$ cat config.mk
export PLATFORM = sky130hd
export DESIGN_NAME = fifo_stream_reader
export DESIGN_NICKNAME = d
export VERILOG_FILES = /design/src/rtl/fifo_stream_reader.sv
export SDC_FILE = /design/constraint.sdc
export NUM_CORES = 1
export LEC_CHECK = 0
export CAP_MARGIN = 20
export CELL_PAD_IN_SITES_DETAIL_PLACEMENT = 1
export CELL_PAD_IN_SITES_GLOBAL_PLACEMENT = 1
export CORE_ASPECT_RATIO = 1.2
export CORE_MARGIN = 5
export CORE_UTILIZATION = 44
export CTS_CLUSTER_DIAMETER = 200
export DETAILED_ROUTE_END_ITERATION = 6
export GPL_TIMING_DRIVEN = 0
export MAX_ROUTING_LAYER = met4
export PLACE_DENSITY = 0.82
export SYNTH_ARGS = -nofsm -noshare
export SYNTH_HDL_FRONTEND = slang
export SYNTH_SLANG_ARGS = --single-unit
$ cat constraint.sdc
create_clock -name clk -period 2.1 [get_ports clk]
set_input_delay 0.315 -clock clk [delete_from_list [all_inputs] [get_ports clk]]
set_output_delay 0.315 -clock clk [all_outputs]
set_load 0.005 [all_outputs]
$ cat src/rtl/fifo_stream_reader.sv
// Read-side adapter: pops a FIFO and presents its words as a valid/ready stream.
// A small credit-limited prefetch buffer hides the FIFO read latency.
module fifo_stream_reader #(
    parameter int WIDTH_DATA = 8,
    parameter int RD_LATENCY = 1
) (
    input  logic                  clk,
    input  logic                  rst,
    output logic                  fifo_rd_en,
    input  logic [WIDTH_DATA-1:0] fifo_rd_data,
    input  logic                  fifo_empty,
    input  logic                  flush,
    output logic                  m_valid,
    input  logic                  m_ready,
    output logic [WIDTH_DATA-1:0] m_data,
    output logic [1:0]            buf_cnt
);

    localparam int _DEPTH = RD_LATENCY + 2;
    localparam int PW = (_DEPTH > 2) ? 2 : 1;
    localparam logic [1:0] DEPTH_C = 2'(_DEPTH);
    localparam logic [2:0] DEPTH_W = 3'(_DEPTH);
    localparam logic [PW-1:0] LAST_C = PW'(_DEPTH - 1);

    if (RD_LATENCY != 0 && RD_LATENCY != 1) begin : g_bad_lat
        $error("fifo_stream_reader: RD_LATENCY must be 0 or 1");
    end

    logic [WIDTH_DATA-1:0] mem_q [_DEPTH];
    logic [PW-1:0]         wr_ptr_q;
    logic [PW-1:0]         wr_ptr_d;
    logic [PW-1:0]         rd_ptr_q;
    logic [PW-1:0]         rd_ptr_d;
    logic [1:0]            cnt_q;
    logic [1:0]            cnt_d;
    logic                  inflight;
    logic                  arrival;
    logic                  xfer;
    logic [2:0]            occ;

    function automatic logic [PW-1:0] ptr_inc(input logic [PW-1:0] p);
        return (p == LAST_C) ? '0 : p + 1'b1;
    endfunction

    // Latency 1: a pop issued this cycle returns data next cycle.
    if (RD_LATENCY == 1) begin : g_lat1
        logic inflight_q;

        always_ff @(posedge clk) begin
            if (rst) begin
                inflight_q <= 1'b0;
            end else begin
                inflight_q <= fifo_rd_en;
            end
        end

        assign inflight = inflight_q;
        assign arrival  = inflight_q && !flush;
    end else begin : g_lat0
        assign inflight = 1'b0;
        assign arrival  = fifo_rd_en;
    end

    // Credits count words already buffered plus words still on the way.
    assign occ        = {1'b0, cnt_q} + {2'b00, inflight};
    assign fifo_rd_en = !rst && !flush && !fifo_empty && (occ < DEPTH_W);

    assign m_valid = (cnt_q != 2'd0);
    assign m_data  = mem_q[rd_ptr_q];
    assign buf_cnt = cnt_q;
    assign xfer    = m_valid && m_ready && !flush;

    always_comb begin
        cnt_d    = cnt_q;
        wr_ptr_d = wr_ptr_q;
        rd_ptr_d = rd_ptr_q;
        if (flush) begin
            cnt_d    = '0;
            wr_ptr_d = '0;
            rd_ptr_d = '0;
        end else begin
            if (arrival) begin
                wr_ptr_d = ptr_inc(wr_ptr_q);
            end
            if (xfer) begin
                rd_ptr_d = ptr_inc(rd_ptr_q);
            end
            cnt_d = cnt_q + {1'b0, arrival} - {1'b0, xfer};
        end
    end

    always_ff @(posedge clk) begin
        if (rst) begin
            cnt_q    <= '0;
            wr_ptr_q <= '0;
            rd_ptr_q <= '0;
            for (int i = 0; i < _DEPTH; i++) begin
                mem_q[i] <= '0;
            end
        end else begin
            cnt_q    <= cnt_d;
            wr_ptr_q <= wr_ptr_d;
            rd_ptr_q <= rd_ptr_d;
            if (arrival) begin
                mem_q[wr_ptr_q] <= fifo_rd_data;
            end
        end
    end

    always_ff @(posedge clk) begin
        if (!rst) begin
            assert (cnt_q <= DEPTH_C);
            assert (!(arrival && !xfer && cnt_q == DEPTH_C));
        end
    end

endmodule

Word level (Yosys, flattened, before mapping):

Memories as Yosys holds them, arrays and structs flattened. A register that Yosys moved wholly into a read port is not among the register bits.
Cells that the tools add are included.

* input bits: 13
* word-level logic and storage cells: 37
* memories: 1
* memory bits (writable): 24
* bits in registers: 7
* output and inout bits: 12

Memories
* mem_q: words 3, width 8, rd ports 1, clocked after Yosys merged registers in 1, write ports 3, RTL line 29 `logic [WIDTH_DATA-1:0] mem_q [_DEPTH];`

* reductions and logical operators: 12
* $add $sub $neg: 5
* eq/ne operators: 2
* order comparisons: 1
* mux-type cells: 12

Operator list (number)
* 2-bit two-way mux: 5
* 8-bit two-way mux: 1
* 8-bit OR reduction: 1
* 1-bit logical AND: 6
* 1-bit two-way mux: 6
* 2-bit by 1-bit adder with 2-bit output, second input constant: 2
* 2-bit equality test, second input constant: 2
* 2-bit by 1-bit adder with 3-bit output: 1
* 1-bit logical NOT: 3
* 3-bit by 2-bit less-than comparator with 1-bit output, second input constant: 1
* 2-bit by 1-bit adder with 2-bit output: 1
* 2-bit nonzero test: 1
* 2-bit OR reduction: 1
* 2-bit by 1-bit subtractor with 2-bit output: 1

Longest topological paths before layout:

Gate-level depths: netlist (run 1).

* depth in word-level cells: 7
* depth in mapped cells: 7
* mapped depth without buffers: 7

Worst setup path before layout (run 1):

Ideal clock, no wire load.

* path kind: register to register
* start point: reg cnt_q[1], in the netlist buf_cnt[1]
* end point: reg cnt_q[1], in the netlist buf_cnt[1]
* library setup time: 70 ps
* period minus slack after synthesis: 1900 ps
* data required time: 2030 ps
* data arrival time: 1830 ps
* stages on the path, launching flop included: 8
* slack: 200 ps
* path buffers: 0
* path through: dfxtp_1 > o21ai_1 > xor2_1 > nor2_1 > ha_1 > xor2_1 > or4_2 > a21oi_1

* word-level cells in the longest chain between the ends: 4
* elaborated cells between the ends (all ways): 5
* those cells by class: 2 x add/sub; 3 x reduce/logical

Ends and longest elaborated chain
* from (decl): RTL line 34 `logic [1:0] cnt_q;`
* from (signal assigned): RTL line 101 `cnt_q <= cnt_d;`
* branches (longest 3 deep; another with 2-bit by 1-bit adder with 2-bit output)
* 2-bit by 1-bit subtractor with 2-bit output *: RTL line 88 `cnt_d = cnt_q + {1'b0, arrival} - {1'b0, xfer};`

Mark *: on every way between the ends.
A chain may end at the register's enable or synchronous reset.

==> impl_metrics.csv, run 1 <==
group,metric,value,unit
die,initial_core_util,0.458,
worst_hold_path,hp-start,"flush",
synth,synth_seq_area_share,0.632,
synth,synthArstFlopShare,0,
cells_and_area,num_antenna_cells,0,
synth,yosys_warnings,0,
clock_network,cts-hold-fix-buffers,0,
pwr,pwr_per_cell_area,669,nW/µm²
worst_setup_path,worst_r2r_endpoint,"buf_cnt[1]",
die,fp.dieArea,5490,µm²
synth,synthCells,118,
clock_network,cts_htree_levels,2,
die,floorplan.rows,25,
routing,wl_met1,1.59,mm
clock_network,cts-root-buf,"clkbuf_8",
routing,met3WireLength,144,µm
synth,synthesis.area,1810,µm²
worst_setup_path,crit_path_max_fanout,7,
pwr,post_layout_total_power,1520,µW
clock_network,clkSlewWorstSetupHoldPaths,0.08,ns
sta,worst_slew_margin_rel,0.610,
global_route,largest_net_degree_at_the_start_of_global_routing,14,
sta,final-max-slew-violation-count,0,
cells_and_area,nets,170,
synth,syn-mean-instance-area,15.3,µm²
pwr,leakage,0.000846,µW
synth,netlist_top_cells_area,"edfxtp_1 53%, dfxtp_1 10%, mux4_2 10%, and2_1 8.7%, ha_1 2.1%",
global_route,globalRouteOverflowTotal,0,
routing,route.detailed.drc,0,
sta,final.period_utilization,0.963,
die,design.core.area,3940,µm²
worst_setup_path,criticalPathCategory,"reg2out",
synth,postSynthRegisterBits,41,
routing,routed.top_layer,"met4",
clock_network,clock_latency,0.30,ns
routing,tritonroute_pass_1_iters,4,
pwr,max-vdd-ir-drop,0.313,mV
die,die_width,68.5,µm
cells_and_area,layout.core_utilization,0.575,
worst_hold_path,hold_path_class,"in2reg",
routing,postRouteWirelength,3.93,mm
routing,detailroute.via_count,1111,
global_route,grt_first_pass_wirelength,6.28,mm
cells_and_area,layout-area-overhead-vs-synth,25.5,%
sta,final-hold-violation-count,0,
sta,max_freq,0.495,GHz
synth,synth-edff-count,32,
worst_setup_path,launching_point_of_the_worst_reg2reg_path,"buf_cnt[1]",
worst_setup_path,arrival,1.71,ns
place,place.gp.congestion,0.726,
sta,timing_worst_slew_pin_value,0.582,ns
clock_network,cts_made_buffers,5,
synth,synthDominantAreaCellType,"edfxtp_1",
clock_network,cts_max_path_buffers,2,
global_route,number_of_global_route_vias_before_repair,1230,
worst_hold_path,hold-path-cell-count,3,
routing,antenna_left,0,
worst_hold_path,holdPathEnd,"buf_cnt[0]",
worst_setup_path,ff2ff_path_depth,7,
routing,avgViaCountPerCell,5.32,
routing,wl_met2,2.13,mm
sta,final.setup_skew,0.00679,ns
cells_and_area,final_layout_size_suffix_gt1_frac,0.245,
global_route,antenna_found_initial,0,
die,design.portCount,25,
die,die-height,80.2,µm
job,max_cap_viol_count,0,
clock_network,cts_tree,"done",
run_status,outcome,"completed",
sta,grt_setup_unrepaired,"false",
synth,synth_largest_type_area_fraction,0.532,
worst_setup_path,critPathRequiredTime,1.78,ns
place,hpwl,2.78,mm
synth,top_reg_cell_synth,"edfxtp_1",
sta,setup-tns-final,0,ns
worst_setup_path,worstSetupEndpointType,"output port",
worst_setup_path,start_kind,"register",
place,numPortBuffers,24,
synth,syn_nets,134,
global_route,grt_use_total,0.165,
worst_setup_path,reg2reg_setup_slack,0.11,ns
synth,netlist-cell-type-count,27,
sta,final.min_clock_period,2.02,ns
routing,drt-wirelength-per-cell,18.8,µm
sta,final-setup-viol-count,0,
clock_network,tritoncts_num_sinks,41,
routing,detailedRoute.firstIterationViolations,60,
==> how the worst max path moves through the flow <==
stage / startpoint / endpoint / slack (ns) / depth (start not counted)
final: register / m_data[5] / 0.08 / 3
after global routing: register / m_data[5] / 0.02 / 3
after CTS: buf_cnt[1] / buf_cnt[1] / 0.008 / 7
after detailed placement: flush / fifo_rd_en / -0.42 / 6
after global placement: flush / fifo_rd_en / -0.39 / 6
after floorplan: buf_cnt[1] / buf_cnt[1] / 0.20 / 7
==> cell usage in the layout, fill, tap and decap left out, types with 3 or more instances in the layout <==
cell type / netlist / final
buf_6: 2 / 3
ha_1: 3 / 3
clkbuf_8: 0 / 5
dlygate4sd2_1: 0 / 4
dfxtp_1: 9 / 7
a21oi_1: 6 / 6
and2_1: 25 / 25
buf_4: 0 / 6
edfxtp_1: 32 / 32
clkdlybuf4s50_1: 0 / 17
nor2_1: 3 / 3
mux4_2: 8 / 8
==> kinds of logic after synthesis <==
kind of cell / synth area share
compound gates: 0.0471
flops: 0.632
simple gates: 0.159
fa+ha+maj: 0.0208
xor+xnor: 0.00970
mux: 0.106
buf+inv: 0.0256
==> sequential cells by signal (all words and copies together) (netlist names), named ones only <==
register / cells
buf_cnt: 2
rd_ptr_q: 2
mem_q: 32
g_lat1.inflight_q: 1
wr_ptr_q: 2
==> cells in the mapped netlist (3+ instances only) <==
library cell / number
edfxtp_1: 32
mux4_2: 8
and2_1: 25
dfxtp_1: 9
a21oi_1: 6
nor2_1: 3
ha_1: 3
o31ai_1: 3
==> power by group <==
| part | internal [µW] | leakage (µW) | switching, µW |
|---|---|---|---|
| logic | 55.8 | 0.000407 | 46.5 |
| registers | 891 | 0.000394 | 7.26 |
| clock network | 230 | 0.0000455 | 286 |
| total | 1180 | 0.000846 | 340 |
==> metal layers <==
layer | global-route usage | up-vias
li1 | - | 516
met1 | 0.195 | 562
met2 | 0.274 | 26
met3 | 0.0350 | 7
met4 | 0.0596 | 0
met5 | - | -
==> through the flow <==
stage	instance area (µm²)	cells	worst slack [ns]	hold slack [ns]
2_1_floorplan	1810	118	0.200	0.398
3_3_place_gp	2110	196	-0.392	0.503
3_5_place_dp	2130	198	-0.423	0.520
4_1_cts	2230	207	0.00766	0.540
5_1_grt	2270	209	0.0194	0.466
6_report	2270	209	0.0780	0.453
==> worst max-delay path, cell delays in order (launching register included) <==
cell and delay [ns]:
dfxtp_2 0.33, buf_6 0.13, mux4_2 0.50, clkdlybuf4s50_1 0.46
==> final cells by class <==
type / count / area (µm²)
inverters: 2 / 7.51
clock buffers: 5 / 68.8
repair buffers: 30 / 280
well taps: 54 / 67.6
multi-input cells: 69 / 638
fillers: 416 / 1680
flip-flops and latches: 41 / 1140
clock inverters: 3 / 17.5
plain buffers: 5 / 42.5
==> timing repair <==
item | CTS | global route
setup buffers | 2 | 2
gates cloned | 0 | 0
endpoints found under the setup margin | 13 | 13
gates resized for setup | 13 | 8
No activity file was read; power rests on OpenSTA's default activity.
==> run 2, diff against run 1 <==
--- a/config.mk
+++ b/config.mk
@@ -14,7 +14,6 @@
 export CTS_CLUSTER_DIAMETER = 200
 export DETAILED_ROUTE_END_ITERATION = 6
 export GPL_TIMING_DRIVEN = 0
-export MAX_ROUTING_LAYER = met4
 export PLACE_DENSITY = 0.82
 export SYNTH_ARGS = -nofsm -noshare
 export SYNTH_HDL_FRONTEND = slang
==> run 2 against run 1 <==
Sequential power about the same. Clock skew grew 0.0023 ns. Die area stayed put. Setup slack got worse by 0.0033 ns. Design area unchanged. Cell count stayed put. Utilization stayed put. Power is essentially flat. Via count shrank 0.36%. Clock-buffer cell count stayed put. Combinational power about the same. Critical path type unchanged. Largest power group unchanged.
==> impl_metrics.csv, run 2 (synthesis gave the netlist of run 1 again) <==
group,metric,value,unit
pwr,sw_frac_of_total,0.224,
worst_setup_path,arrival,1.71,ns
global_route,grt_first_pass_wirelength,6.26,mm
run_status,outcome,"completed",
worst_setup_path,critical_path.slowest_cell,"mux4_2",
routing,detailroute.via_count,1107,
die,design.core.area,3940,µm²
worst_setup_path,criticalPathCategory,"reg2out",
pwr,share_comb_of_total_power,0.067,
pwr,pwr_per_cell_area,669,nW/µm²
worst_setup_path,worstSetupEndpointType,"output port",
routing,postRouteWirelength,3.95,mm
sta,final-max-slew-violation-count,0,
die,die_width,68.5,µm
routing,drt-wirelength-per-cell,18.9,µm
cells_and_area,layout-area-overhead-vs-synth,25.5,%
pwr,total_switching_power,339,µW
clock_network,cts_max_path_buffers,2,
clock_network,clkSlewWorstSetupHoldPaths,0.08,ns
clock_network,cts-root-buf,"clkbuf_8",
die,fp.dieArea,5490,µm²
routing,avgViaCountPerCell,5.30,
clock_network,tritoncts_num_sinks,41,
pwr,max-vdd-ir-drop,0.313,mV
routing,antenna_left,0,
cells_and_area,final_layout_size_suffix_gt1_frac,0.245,
place,hpwl,2.78,mm
cells_and_area,final-seq-area,1140,µm²
sta,final.period_utilization,0.964,
sta,fin_hold_ws,0.453,ns
global_route,globalRouteOverflowTotal,0,
pwr,power.clock.fraction,0.340,
job,max_cap_viol_count,0,
pwr,leakage,0.000846,µW
worst_setup_path,critical_path.top_delay_family,"buffers and inverters",
cells_and_area,final_cell_mix,"32 x edfxtp_1, 25 x and2_1, 17 x clkdlybuf4s50_1, 8 x mux4_2, 7 x dfxtp_1",
global_route,largest_net_degree_at_the_start_of_global_routing,14,
cells_and_area,top_register,"mem_q",
worst_setup_path,crit_path_max_fanout,7,
place,detailedPlace.worstSlack,-0.423,ns
sta,final.setup_skew,0.00909,ns
sta,final.min_clock_period,2.03,ns
sta,worst_slew_margin_rel,0.619,
die,design.portCount,25,
die,floorplan.rows,25,
cells_and_area,layout.core_utilization,0.575,
sta,max_freq,0.494,GHz
global_route,antenna_found_initial,0,
clock_network,cts_made_buffers,5,
routing,tritonroute_pass_1_iters,4,
global_route,number_of_global_route_vias_before_repair,1233,
pwr,internal-power,1180,µW
cells_and_area,largest_register_ffs,32,
sta,setup_slack,0.0747,ns
cells_and_area,final.fill_count,416,
worst_setup_path,start_kind,"register",
worst_setup_path,timing.critical_path.slowest_cell_delay,0.50,ns
cells_and_area,num_antenna_cells,0,
place,place.gp.congestion,0.718,
sta,final-hold-violation-count,0,
sta,timing_worst_slew_pin_value,0.567,ns
global_route,grt_use_total,0.162,
place,dp.cells,198,
routing,detailedRoute.firstIterationViolations,52,
clock_network,clock_latency,0.30,ns
sta,grt_setup_unrepaired,"false",
routing,route.detailed.drc,0,
worst_setup_path,sum_of_buffers_and_inverters_on_the_critical_path,2,
worst_setup_path,critical_path.cell_chain,"buf_6 > mux4_2 > clkdlybuf4s50_1",
clock_network,cts_tree,"done",
cells_and_area,final_cells,209,
die,die-height,80.2,µm
worst_setup_path,critPathRequiredTime,1.78,ns
cells_and_area,final_common_cell,"edfxtp_1",
clock_network,cts_htree_levels,2,
cells_and_area,multiInputGateArea,638,µm²
cells_and_area,nets,170,
die,initial_core_util,0.458,
place,numPortBuffers,24,
worst_hold_path,hold_path_class,"in2reg",
sta,final-setup-viol-count,0,
pwr,sequentialPowerShare,0.593,
[run 2: cell counts in the layout (fill, tap and decap cells not counted)]
No cell type changed its count.
[run 2: metrics by stage]
| stage | total power, µW | area [µm²] | TNS (ns) |
|---|---|---|---|
| detailed placement | 1020 | 2130 | -2.86 |
| CTS | 1530 | 2230 | 0 |
| floorplan | 955 | 1810 | 0 |
| global route | 1580 | 2270 | 0 |
| global placement | 1010 | 2110 | -6.74 |
| finish | 1520 | 2270 | 0 |
[run 2: power groups by stage]
stage	sequential [µW]	combinational (µW)	clock (µW)
after global routing	900	110	573
final	898	102	515
after floorplan	914	40.6	0
after detailed placement	917	103	0
after global placement	915	94.0	0
after CTS	899	103	525
[run 2: cell type report]
cell class | instances | share of cell area
flip-flops and latches | 41 | 0.505
multi-input cells | 69 | 0.282
repair buffers | 30 | 0.124
clock buffers | 5 | 0.0304
well taps | 54 | 0.0298
plain buffers | 5 | 0.0188
clock inverters | 3 | 0.00773
inverters | 2 | 0.00331
[run 2: per-layer routing]
layer / part of all wire / vias up / track usage
met2: 0.54 / 26 / 0.276
met1: 0.40 / 558 / 0.191
met5: 0 / - / 0
li1: - / 517 / -
met4: 0.016 / 0 / 0.0596
met3: 0.041 / 6 / 0.0406
[run 2: worst paths after layout]
path / start / to / slack (ns) / cells after the start
setup / recovery: register / m_data[5] / 0.07 / 3
setup reg to reg: buf_cnt[1] / buf_cnt[1] / 0.12 / 7
hold / removal: flush / buf_cnt[0] / 0.45 / 3
hold reg to reg: rd_ptr_q[1] / register / 0.54 / 2
[run 2: worst reg2reg max path: stages, from the launching register on]
cell and delay, ns:
dfxtp_1 0.37, o21ai_2 0.28, xor2_1 0.18, nor2_1 0.06
ha_1 0.18, xor2_1 0.15, or4_2 0.54, a21oi_1 0.15
[run 2: timing repair]
item | in CTS | in global routing
resized for setup | 13 | 8
buffers inserted | 2 | 2
hold buffers | 0 | 0
endpoints found under the setup margin | 13 | 13
==> run 3, diff against run 2 <==
--- a/config.mk
+++ b/config.mk
@@ -10,11 +10,11 @@
 export CELL_PAD_IN_SITES_GLOBAL_PLACEMENT = 1
 export CORE_ASPECT_RATIO = 1.2
 export CORE_MARGIN = 5
-export CORE_UTILIZATION = 44
+export CORE_UTILIZATION = 40
 export CTS_CLUSTER_DIAMETER = 200
 export DETAILED_ROUTE_END_ITERATION = 6
 export GPL_TIMING_DRIVEN = 0
-export PLACE_DENSITY = 0.82
+export PLACE_DENSITY = 0.76
 export SYNTH_ARGS = -nofsm -noshare
 export SYNTH_HDL_FRONTEND = slang
 export SYNTH_SLANG_ARGS = --single-unit
==> run 3 against run 2 <==
First-iteration DRC count grew 65%. Utilization is 3.8 points lower. Power down 1.1%. Non-clock buffer count grew 1. Cell count increased by 1.4%. Sequential cell count did not move. Maximum frequency rose by 0.29%. Largest power group unchanged.
==> impl_metrics.csv, run 3 (synthesis gave the netlist of run 1 again) <==
group,metric,value,unit
place,place.gp.congestion,0.690,
clock_network,clkSlewWorstSetupHoldPaths,0.08,ns
global_route,number_of_global_route_vias_before_repair,1252,
worst_setup_path,reg2reg_setup_slack,0.14,ns
pwr,leakage,0.000900,µW
clock_network,cts_max_path_buffers,2,
cells_and_area,layout.core_utilization,0.537,
routing,drt-wirelength-per-cell,17.5,µm
pwr,power.clock.fraction,0.334,
clock_network,cts-root-buf,"clkbuf_8",
die,design.portCount,25,
worst_setup_path,worst_r2r_endpoint,"buf_cnt[1]",
die,initial_core_util,0.417,
pwr,total_switching_power,323,µW
cells_and_area,largest_register_ffs,32,
sta,fin_hold_ws,0.440,ns
worst_setup_path,criticalPathCategory,"reg2out",
die,fp.dieArea,5960,µm²
pwr,sequentialPowerShare,0.599,
clock_network,cts_htree_levels,2,
sta,setup-tns-final,0,ns
cells_and_area,layout-area-overhead-vs-synth,28.7,%
routing,avgViaCountPerCell,5.19,
cells_and_area,final.fill_count,440,
worst_setup_path,worst_setup_path_endpoint,"fifo_rd_en",
pwr,pwr_per_cell_area,645,nW/µm²
worst_setup_path,critPathRequiredTime,1.78,ns
global_route,largest_net_degree_at_the_start_of_global_routing,14,
die,die-height,83.6,µm
sta,final.min_clock_period,2.02,ns
place,hpwl,2.70,mm
die,design.core.area,4330,µm²
pwr,internal-power,1180,µW
place,numPortBuffers,24,
sta,final.setup_skew,0.00517,ns
worst_setup_path,worstSetupEndpointType,"output port",
cells_and_area,nets,171,
sta,final-setup-viol-count,0,
global_route,antenna_found_initial,0,
routing,tritonroute_pass_1_iters,4,
clock_network,clock_latency,0.29,ns
clock_network,cts_made_buffers,5,
cells_and_area,final_layout_size_suffix_gt1_frac,0.256,
sta,worst_slew_margin_rel,0.574,
worst_setup_path,setup.worst_path.start,"buf_cnt[0]",
routing,route.detailed.drc,0,
worst_setup_path,start_kind,"register",
cells_and_area,top_register,"mem_q",
worst_setup_path,ff2ff_path_depth,7,
cells_and_area,multiInputGateArea,653,µm²
clock_network,tritoncts_num_sinks,41,
cells_and_area,final_common_cell,"edfxtp_1",
cells_and_area,num_antenna_cells,0,
worst_setup_path,crit_path_max_fanout,5,
sta,timing_worst_slew_pin_value,0.633,ns
sta,final-hold-violation-count,0,
routing,postRouteWirelength,3.71,mm
pwr,max-vdd-ir-drop,0.287,mV
routing,antenna_left,0,
routing,detailroute.via_count,1100,
pwr,share_comb_of_total_power,0.067,
global_route,globalRouteOverflowTotal,0,
worst_setup_path,arrival,1.70,ns
die,die_width,71.3,µm
sta,final.period_utilization,0.962,
cells_and_area,final-seq-area,1140,µm²
global_route,grt_first_pass_wirelength,6.04,mm
worst_setup_path,launching_point_of_the_worst_reg2reg_path,"buf_cnt[1]",
sta,max_freq,0.495,GHz
job,max_cap_viol_count,0,
sta,grt_setup_unrepaired,"false",
pwr,post_layout_total_power,1500,µW
sta,final-max-slew-violation-count,0,
routing,detailedRoute.firstIterationViolations,86,
global_route,grt_use_total,0.130,
clock_network,cts_tree,"done",
die,floorplan.rows,26,
pwr,sw_frac_of_total,0.216,
cells_and_area,final_cell_mix,"32 x edfxtp_1, 25 x and2_1, 15 x clkdlybuf4s50_1, 8 x mux4_2",
worst_hold_path,hold_path_class,"in2reg",
run_status,outcome,"completed",
[run 3: cell count changes in the layout (fill, tap and decap cells not counted), moves of 2 or more]
cell,delta
dlygate4sd2_1,-2
dlymetal6s2s_1,+4
buf_12,+2
clkdlybuf4s50_1,-2
[run 3: worst max-delay path, stage by stage, from the launching register on]
cell	delay [ns]
dfxtp_2	0.36
ha_1	0.21
ha_1	0.33
a2111oi_4	0.35
buf_2	0.16
[run 3: layout make-up]
cell class | instances | share of cell area
multi-input combinational | 69 | 0.281
buffer | 5 | 0.0221
clock buffer | 5 | 0.0296
tap | 56 | 0.0302
clock inverter | 3 | 0.00754
inverter | 2 | 0.00323
sequential | 41 | 0.493
timing repair buffer | 31 | 0.134
[run 3: power groups by stage]
stage               Clock, µW  Combinational, µW  Sequential, µW
floorplan                   0               40.6             914
CTS                       515                100             898
global route              556                110             900
detailed placement          0                100             917
global placement            0               94.3             915
finish                    502                100             898
[run 3: worst min-delay path by stage]
stage | from | end | slack, ns | cells past startpoint
3_5_place_dp | rd_ptr_q[0] | register | 0.54 | 2
3_3_place_gp | rd_ptr_q[0] | rd_ptr_q[0] | 0.51 | 2
4_1_cts | rd_ptr_q[0] | register | 0.55 | 2
6_report | flush | buf_cnt[0] | 0.44 | 3
5_1_grt | flush | buf_cnt[0] | 0.46 | 3
2_1_floorplan | fifo_empty | g_lat1.inflight_q | 0.40 | 1
[run 3: timing repair]
item                       CTS  global route
hold buffers                 0             0
resized for setup           13            14
setup endpoints to repair   10            17
buffers inserted             1             4
[run 3: per-layer routing]
| layer | routed length [µm] | part of all wire | vias up | GRT usage |
|---|---|---|---|---|
| li1 | - | - | 520 | - |
| met1 | 1300 | 0.35 | 551 | 0.139 |
| met2 | 2210 | 0.60 | 25 | 0.252 |
| met3 | 161 | 0.043 | 4 | 0.0265 |
| met4 | 40 | 0.011 | 0 | 0.0308 |
| met5 | 0 | 0 | - | 0 |
[run 3: stage by stage]
stage | worst slack (ns) | instances | instance area [µm²]
after floorplan | 0.200 | 118 | 1810
final | 0.0805 | 212 | 2320
after CTS | 0.00281 | 208 | 2230
after global routing | 0.0197 | 212 | 2320
after detailed placement | -0.486 | 200 | 2130
after global placement | -0.397 | 198 | 2120
